<file path="src/rtl/io_ctrl_pkg.sv">
// Shared types and constants for the IN/OUT stall handshake responder.
package io_ctrl_pkg;

    // Handshake progress for one stalled IN/OUT instruction
    typedef enum logic [1:0] {
        IDLE         = 2'd0,
        WAIT_PRESS   = 2'd1,
        WAIT_RELEASE = 2'd2,
        RESUME       = 2'd3
    } io_state_t;

    // Which kind of instruction is being serviced
    localparam logic IO_KIND_IN  = 1'b0;
    localparam logic IO_KIND_OUT = 1'b1;

    // Small default keeps simulation short; the board build overrides it
    localparam int DEFAULT_DEBOUNCE_CYCLES = 4;

endpackage

</file>
<file path="src/rtl/button_debouncer.sv">
// Two-flop synchronizer followed by a stability counter for the operator
// confirm pushbutton. Emits the debounced level and one-cycle press/release
// pulses that coincide with the first cycle of the new level.
module button_debouncer #(
    parameter int DEBOUNCE_CYCLES = 4
) (
    input  logic clk,
    input  logic reset,
    input  logic btn_raw,
    output logic level,
    output logic press_pulse,
    output logic release_pulse
);

    localparam int CNT_W = (DEBOUNCE_CYCLES > 1) ? $clog2(DEBOUNCE_CYCLES) : 1;
    localparam logic [CNT_W-1:0] CNT_MAX = CNT_W'(DEBOUNCE_CYCLES - 1);

    logic             sync1_reg;
    logic             sync2_reg;
    logic             level_reg;
    logic [CNT_W-1:0] cnt_reg;
    logic             press_reg;
    logic             release_reg;

    // Bring the asynchronous button into the clock domain
    always_ff @(posedge clk or negedge reset) begin
        if (!reset) begin
            sync1_reg <= 1'b0;
            sync2_reg <= 1'b0;
        end else begin
            sync1_reg <= btn_raw;
            sync2_reg <= sync1_reg;
        end
    end

    // Flip the level only after a full run of disagreeing samples
    always_ff @(posedge clk or negedge reset) begin
        if (!reset) begin
            level_reg   <= 1'b0;
            cnt_reg     <= '0;
            press_reg   <= 1'b0;
            release_reg <= 1'b0;
        end else begin
            press_reg   <= 1'b0;
            release_reg <= 1'b0;
            if (sync2_reg == level_reg) begin
                cnt_reg <= '0;
            end else if (cnt_reg == CNT_MAX) begin
                cnt_reg     <= '0;
                level_reg   <= sync2_reg;
                press_reg   <= sync2_reg;
                release_reg <= ~sync2_reg;
            end else begin
                cnt_reg <= cnt_reg + CNT_W'(1);
            end
        end
    end

    assign level         = level_reg;
    assign press_pulse   = press_reg;
    assign release_pulse = release_reg;

endmodule

</file>
<file path="src/rtl/io_handshake_controller.sv">
// Responder for the processor's IN/OUT stall: captures switches or drives the
// display, then waits for an operator press/release before releasing the PC.
module io_handshake_controller
    import io_ctrl_pkg::*;
#(
    parameter int DEBOUNCE_CYCLES = DEFAULT_DEBOUNCE_CYCLES,
    parameter int SW_W            = 16,
    parameter int DATA_W          = 32
) (
    input  logic              clk,
    input  logic              reset,
    input  logic              in_req,
    input  logic              out_req,
    input  logic [DATA_W-1:0] out_data,
    input  logic [SW_W-1:0]   sw_data,
    input  logic              confirm_btn,
    output logic [DATA_W-1:0] in_data,
    output logic              in_valid,
    output logic [DATA_W-1:0] display_data,
    output logic              resume,
    output logic              io_busy
);

    io_state_t         state_reg;
    logic              kind_reg;
    logic [DATA_W-1:0] in_data_reg;
    logic              in_valid_reg;
    logic [DATA_W-1:0] display_reg;
    logic              resume_reg;
    logic              busy_reg;

    logic btn_level;
    logic btn_press;
    logic btn_release;

    button_debouncer #(
        .DEBOUNCE_CYCLES(DEBOUNCE_CYCLES)
    ) u_debouncer (
        .clk          (clk),
        .reset        (reset),
        .btn_raw      (confirm_btn),
        .level        (btn_level),
        .press_pulse  (btn_press),
        .release_pulse(btn_release)
    );

    // Handshake FSM; all outputs registered alongside the state
    always_ff @(posedge clk or negedge reset) begin
        if (!reset) begin
            state_reg    <= IDLE;
            kind_reg     <= IO_KIND_IN;
            in_data_reg  <= '0;
            in_valid_reg <= 1'b0;
            display_reg  <= '0;
            resume_reg   <= 1'b0;
            busy_reg     <= 1'b0;
        end else begin
            in_valid_reg <= 1'b0;
            resume_reg   <= 1'b0;
            case (state_reg)
                IDLE: begin
                    // IN takes priority when decode flags both
                    if (in_req) begin
                        kind_reg  <= IO_KIND_IN;
                        state_reg <= WAIT_PRESS;
                        busy_reg  <= 1'b1;
                    end else if (out_req) begin
                        kind_reg    <= IO_KIND_OUT;
                        display_reg <= out_data;
                        state_reg   <= WAIT_PRESS;
                        busy_reg    <= 1'b1;
                    end
                end
                WAIT_PRESS: begin
                    // A press pulse always coincides with a high level; a
                    // button already held on entry produces no pulse here
                    if (btn_press && btn_level) begin
                        if (kind_reg == IO_KIND_IN) begin
                            in_data_reg  <= DATA_W'(sw_data);
                            in_valid_reg <= 1'b1;
                        end
                        state_reg <= WAIT_RELEASE;
                    end
                end
                WAIT_RELEASE: begin
                    if (btn_release) begin
                        state_reg  <= RESUME;
                        resume_reg <= 1'b1;
                    end
                end
                RESUME: begin
                    // Requests are ignored here; the PC has not moved yet
                    state_reg <= IDLE;
                    busy_reg  <= 1'b0;
                end
                default: begin
                    state_reg <= IDLE;
                    busy_reg  <= 1'b0;
                end
            endcase
        end
    end

    assign in_data      = in_data_reg;
    assign in_valid     = in_valid_reg;
    assign display_data = display_reg;
    assign resume       = resume_reg;
    assign io_busy      = busy_reg;

endmodule

</file>
<file path="config.mk">
export PLATFORM = sky130hd
export DESIGN_NAME = io_handshake_controller
export DESIGN_NICKNAME = d
export VERILOG_FILES = /design/src/rtl/io_ctrl_pkg.sv /design/src/rtl/button_debouncer.sv /design/src/rtl/io_handshake_controller.sv
export SDC_FILE = /design/constraint.sdc
export NUM_CORES = 1
export LEC_CHECK = 0
export BUFFER_PORTS_ARGS = -buffer_cell sky130_fd_sc_hd__clkbuf_2
export CAP_MARGIN = 20
export CORE_UTILIZATION = 38
export DETAILED_ROUTE_END_ITERATION = 16
export PLACE_DENSITY_LB_ADDON = 0.1
export SYNTH_ARGS = -nofsm -noshare
export SYNTH_HDL_FRONTEND = slang
export SYNTH_SLANG_ARGS = --single-unit
</file>
<file path="constraint.sdc">
create_clock -name clk -period 3.8 [get_ports clk]
set_clock_uncertainty 0.1 [all_clocks]
set_input_delay 0.76 -clock clk [delete_from_list [all_inputs] [get_ports clk]]
set_output_delay 0.76 -clock clk [all_outputs]
set_load 0.01 [all_outputs]
</file>
* After elaboration in Yosys (flattened, before gate mapping)
Cells that the tools add are included.
** Storage, ports and cells
- Register bits after elaboration :: 61
- Input bits :: 53
- Output and inout bits :: 67
- Word-level logic and storage cells :: 56
** Cells by class
- Equality and inequality tests :: 8
- $add $sub $neg :: 1
- Reduce and logical (&&, ||, !) cells :: 10
- Muxes and demuxes :: 20
- Bitwise gates (word level) :: 4
** Operators by type and width (number)
- two-way mux 1 bit :: 12
- two-way mux 2 bit :: 6
- AND reduction 3 bit :: 3
- case mux 2 bit (4 select lines) :: 1
- equality test 2 bit (second input constant) :: 3
- AND reduction 2 bit :: 3
- NOT 1 bit :: 4
- nonzero test 2 bit :: 2
- != test 3 bit (second input constant) :: 1
- adder 2 x 1 -> 2 bit (second input constant) :: 1
- equality test 2 x 1 -> 1 bit (second input constant) :: 1
- zero test 2 bit :: 1
- != test 2 x 1 -> 1 bit (second input constant) :: 1
- != test 2 bit (second input constant) :: 1
- case mux 1 bit (2 select lines) :: 1
- equality test 1 bit :: 1
- logical AND 1 bit :: 1

* Depth between registers and ports, before layout
- Word-level depth :: 3
- Mapped depth :: 5
- Gate-level depth less buffers :: 5

* Modules after synthesis
Synthesis repeated with hierarchy kept, for this count alone.
** Second synthesis, totals
- Cell total of the unflattened synthesis :: 162
- Area total of the unflattened synthesis :: 2560.0 um^2
** Modules (own cells, without submodules)
- io_handshake_controller :: area each 2316.0 um^2, cells an instance 148, instances 1, seq. area each 1351.3 um^2
- button_debouncer :: area each 244.0 um^2, cells an instance 14, instances 1, seq. area each 175.2 um^2

* Worst setup path after synthesis
No wires, ideal clock.
- Path kind :: reg-to-reg
- Start :: register state_reg[0]
- End :: register state_reg[1]
- Buffers on the path :: 0
- Period minus slack after synthesis :: 1.657 ns
- Path slack :: 2.143 ns
- Stages on the path, launching flop included :: 6
- Library setup time :: 0.125 ns
- Required time :: 3.575 ns
- Arrival time :: 1.432 ns
- Cell sequence :: dfrtp_1 -> inv_1 -> ha_1 -> nor3b_2 -> a221oi_2 -> mux2_2
** Between the ends
- Longest elaborated chain between the ends :: 3
- Elaborated cells between the ends (all ways) :: 9
- Those cells by class :: 6 x eq/ne; 1 x mux; 2 x reduce/logical
** RTL lines
- start, declared :: line io_handshake_controller.sv:24 : io_state_t state_reg;
- start signal, assigned :: line io_handshake_controller.sv:50 : state_reg <= IDLE;
- start signal, assigned :: line io_handshake_controller.sv:65 : state_reg <= WAIT_PRESS;
- start signal, assigned :: line io_handshake_controller.sv:70 : state_reg <= WAIT_PRESS;
- equality test 2 bit (tied with other cells) :: line io_handshake_controller.sv:60 : case (state_reg)
- != test 2 x 1 -> 1 bit (no line) (tied with other cells)
- AND reduction 3 bit (no line)
Several ways; a longest one is shown, not always the timed one.
A chain may end at the register's enable or synchronous reset.

* Final worst setup path
- Start :: register state_reg[0]
- End :: register display_reg[5] (netlist: display_data[5])
** Between the ends
- Longest elaborated chain between the ends :: 2
** RTL lines
- zero test 2 bit :: line io_handshake_controller.sv:60
- AND reduction 3 bit (no line)
- end signal, assigned :: line io_handshake_controller.sv:69 : display_reg <= out_data;
- end, declared :: line io_handshake_controller.sv:28 : logic [DATA_W-1:0] display_reg;
Every way passes these cells.

==> results.sh <==
export IMPL_power_density_mw_per_mm2=708
export IMPL_wl_um=4530
export IMPL_syn_avg_cell_area_um2=15.4
export IMPL_vias_per_cell=4.41
export IMPL_total_power_mw=2.28
export IMPL_synth_top_area_cell="dfrtp_1"
export IMPL_hold_buffers=0
export IMPL_critical_path_buf_inv_count=1
export IMPL_setup_tns_ns=0
export IMPL_synth_seq_cells=61
export IMPL_synthFlopType="dfrtp_1"
export IMPL_diodes=0
export IMPL_ir_worst_vdd_mv=0.348
export IMPL_pin_count=120
export IMPL_drt_pre_antenna_iters=3
export IMPL_synth_top_area_share_pct=60.5
export IMPL_io_buffers=103
export IMPL_max_cap_viol_count=0
export IMPL_core_area_mm2=0.00639
export IMPL_worstPathRequired_ns=3.91
export IMPL_initialDrtViolationCount=53
export IMPL_cp_max_fo=32
export IMPL_end_kind="register"
export IMPL_cts_buffers_inserted=9
export IMPL_slew_viol_final=0
export IMPL_grt_ovfl_total=0
export IMPL_crit_path_max_incr_delay_ns=0.46
export IMPL_clk_pin_slew_ns=0.06
export IMPL_fmax_mhz=524
export IMPL_dp_hpwl_um=3310
export IMPL_hold_depth=0
export IMPL_path_cells="inv_1 > ha_1 > nand3b_4 > mux2_1"
export IMPL_largest_register_ffs=32
export IMPL_wl_per_cell_um=12.7
export IMPL_cp_slowest_cell="mux2_1"
export IMPL_reg2reg_to="display_data[5]$_DFFE_PN0P_"
export IMPL_die_h_um=83.5
export IMPL_worstSetupPathType="reg -> reg"
export IMPL_fp_row_count=29
export IMPL_die_w_um=83.5
export IMPL_drc=0
export IMPL_synthesis_instances=164
export IMPL_synth_edff_count=0
export IMPL_ys_seq_area_share_pct=60.5
export IMPL_gp_congestion=0.710
export IMPL_drive_gt1_share_pct=59.9
export IMPL_critical_path_top_delay_family="multiplexers"
export IMPL_setup_violations=0
export IMPL_ctsResizeCount=0
export IMPL_final_antenna_net_count=0
export IMPL_rr_worst_depth=4
export IMPL_min_to="u_debouncer.sync2_reg$_DFF_PN0_"
export IMPL_hold_class="reg -> reg"
export IMPL_hp_start="u_debouncer.sync1_reg$_DFF_PN0_"
export IMPL_clk_latency_ns=0.32
export IMPL_synth_top_cells_by_count="dfrtp_1 (61), mux2_2 (37), buf_4 (16)"
export IMPL_cp_arrival_ns=2.01
export IMPL_post_cts_setup_buffer_count=0
export IMPL_r2r_start="state_reg[0]$_DFFE_PN0P_"
export IMPL_grt_max_degree=33
export IMPL_hold_viol_final=0
export IMPL_synth_most_common_cell="dfrtp_1"
export IMPL_antenna_found_initial=0
export IMPL_r2r_slack_ns=1.89
export IMPL_critPathLaunchType="register"
export IMPL_synthArstFlopShare_pct=100
export IMPL_yosysWarnings=0
export IMPL_grt_pass1_wl_um=7670
export IMPL_leakagePower_nw=1.73
export IMPL_cts_sinks=61
export IMPL_grt_pass1_vias=1599
export IMPL_synth_area_leaders="dfrtp_1 (60%), mux2_2 (17%), mux2_4 (5.4%)"
export IMPL_area_growth_pct=27.6
export IMPL_outcome="completed"
export IMPL_fp_dieArea_mm2=0.00697
export IMPL_nets=334
export IMPL_period_share_pct=50.3
export IMPL_start_util_pct=39.5
export IMPL_h_tree_depth=3
export IMPL_synth_cell_type_count=25
export IMPL_rsz0062_at_grt="no"
export IMPL_track_usage_pct=14.3
export IMPL_cts_root_buffer="clkbuf_8"
export IMPL_fin_crit_ns=1.91
export IMPL_syn_area_mm2=0.00252
export IMPL_cts_tree="yes"
export IMPL_clk_path_buf_depth=2
export IMPL_via_count=1569
==> worst reg2reg max path, cell delays in order, from the launching register on <==
cell and delay [ns]:
dfrtp_1 0.42, inv_1 0.12, ha_1 0.28, nand3b_4 0.40
mux2_1 0.48
==> logic make-up after synthesis <==
logic type	count (synthesis)	synth area share (%)
compound gates	8	2.23
buf+inv	26	6.69
simple gates	12	3.96
mux	49	23.2
other cells	1	0.149
fa+ha+maj	6	2.97
flops	61	60.5
xor+xnor	1	0.347
==> metrics by stage <==
step	setup slack, ns	instances	utilization (%)	cell area, um2	hold WS (ns)
floorplan	2.14	179	-	2580	0.231
global placement	1.74	341	47.9	3060	0.247
detailed placement	1.73	341	47.9	3060	0.248
CTS	1.87	356	50.4	3220	0.265
global route	1.70	356	50.4	3220	0.280
finish	1.89	356	50.4	3220	0.262
==> cells in the final DEF, fill, tap and decap left out <==
| cell | instances |
|---|---|
| inv_1 | 6 |
| dfrtp_1 | 61 |
| a21oi_1 | 3 |
| nor3b_1 | 1 |
| nand2_1 | 3 |
| buf_4 | 2 |
| nand4b_4 | 1 |
| and2_1 | 1 |
| a221oi_2 | 1 |
| clkbuf_8 | 10 |
| conb_1 | 16 |
| ha_1 | 6 |
| o21ai_0 | 2 |
| a2bb2oi_1 | 1 |
| clkbuf_2 | 103 |
| mux2_4 | 9 |
| nor2_1 | 2 |
| mux2_2 | 37 |
| clkinv_2 | 2 |
| o211ai_1 | 1 |
| xnor2_1 | 1 |
| nor2b_1 | 1 |
| nor3b_2 | 1 |
| nand3b_4 | 1 |
| nor3_1 | 1 |
| mux2_1 | 3 |
| clkbuf_1 | 3 |
==> how the worst max path moves through the flow <==
stage	from	end	slack (ns)	cells past startpoint
floorplan	state_reg[0]$_DFFE_PN0P_	state_reg[1]$_DFFE_PN0P_	2.14	5
global placement	in_req	display_data[5]$_DFFE_PN0P_	1.74	3
detailed placement	in_req	display_data[6]$_DFFE_PN0P_	1.73	3
CTS	state_reg[0]$_DFFE_PN0P_	display_data[5]$_DFFE_PN0P_	1.87	4
global route	state_reg[0]$_DFFE_PN0P_	display_data[5]$_DFFE_PN0P_	1.70	4
finish	state_reg[0]$_DFFE_PN0P_	display_data[5]$_DFFE_PN0P_	1.89	4
==> layer usage <==
layer	routed length (um)	global-route usage, %
met5	0	0
met4	90	7.86
met3	358	4.85
met2	1980	21.4
met1	2100	18.3
==> where the power goes <==
part           switching [mW]  total, mW  internal, mW
Clock                   0.223      0.472         0.249
Sequential              0.135       1.03         0.898
Combinational           0.360      0.777         0.417
==> cell type report <==
cell class,instances,area [um2]
flip-flops and latches,61,1530
repair buffers,105,531
well taps,77,96.3
fillers,591,3170
clock inverters,2,10.0
inverters,6,22.5
clock buffers,13,149
multi-input cells,92,886
Power figures use the tool's default switching activity.
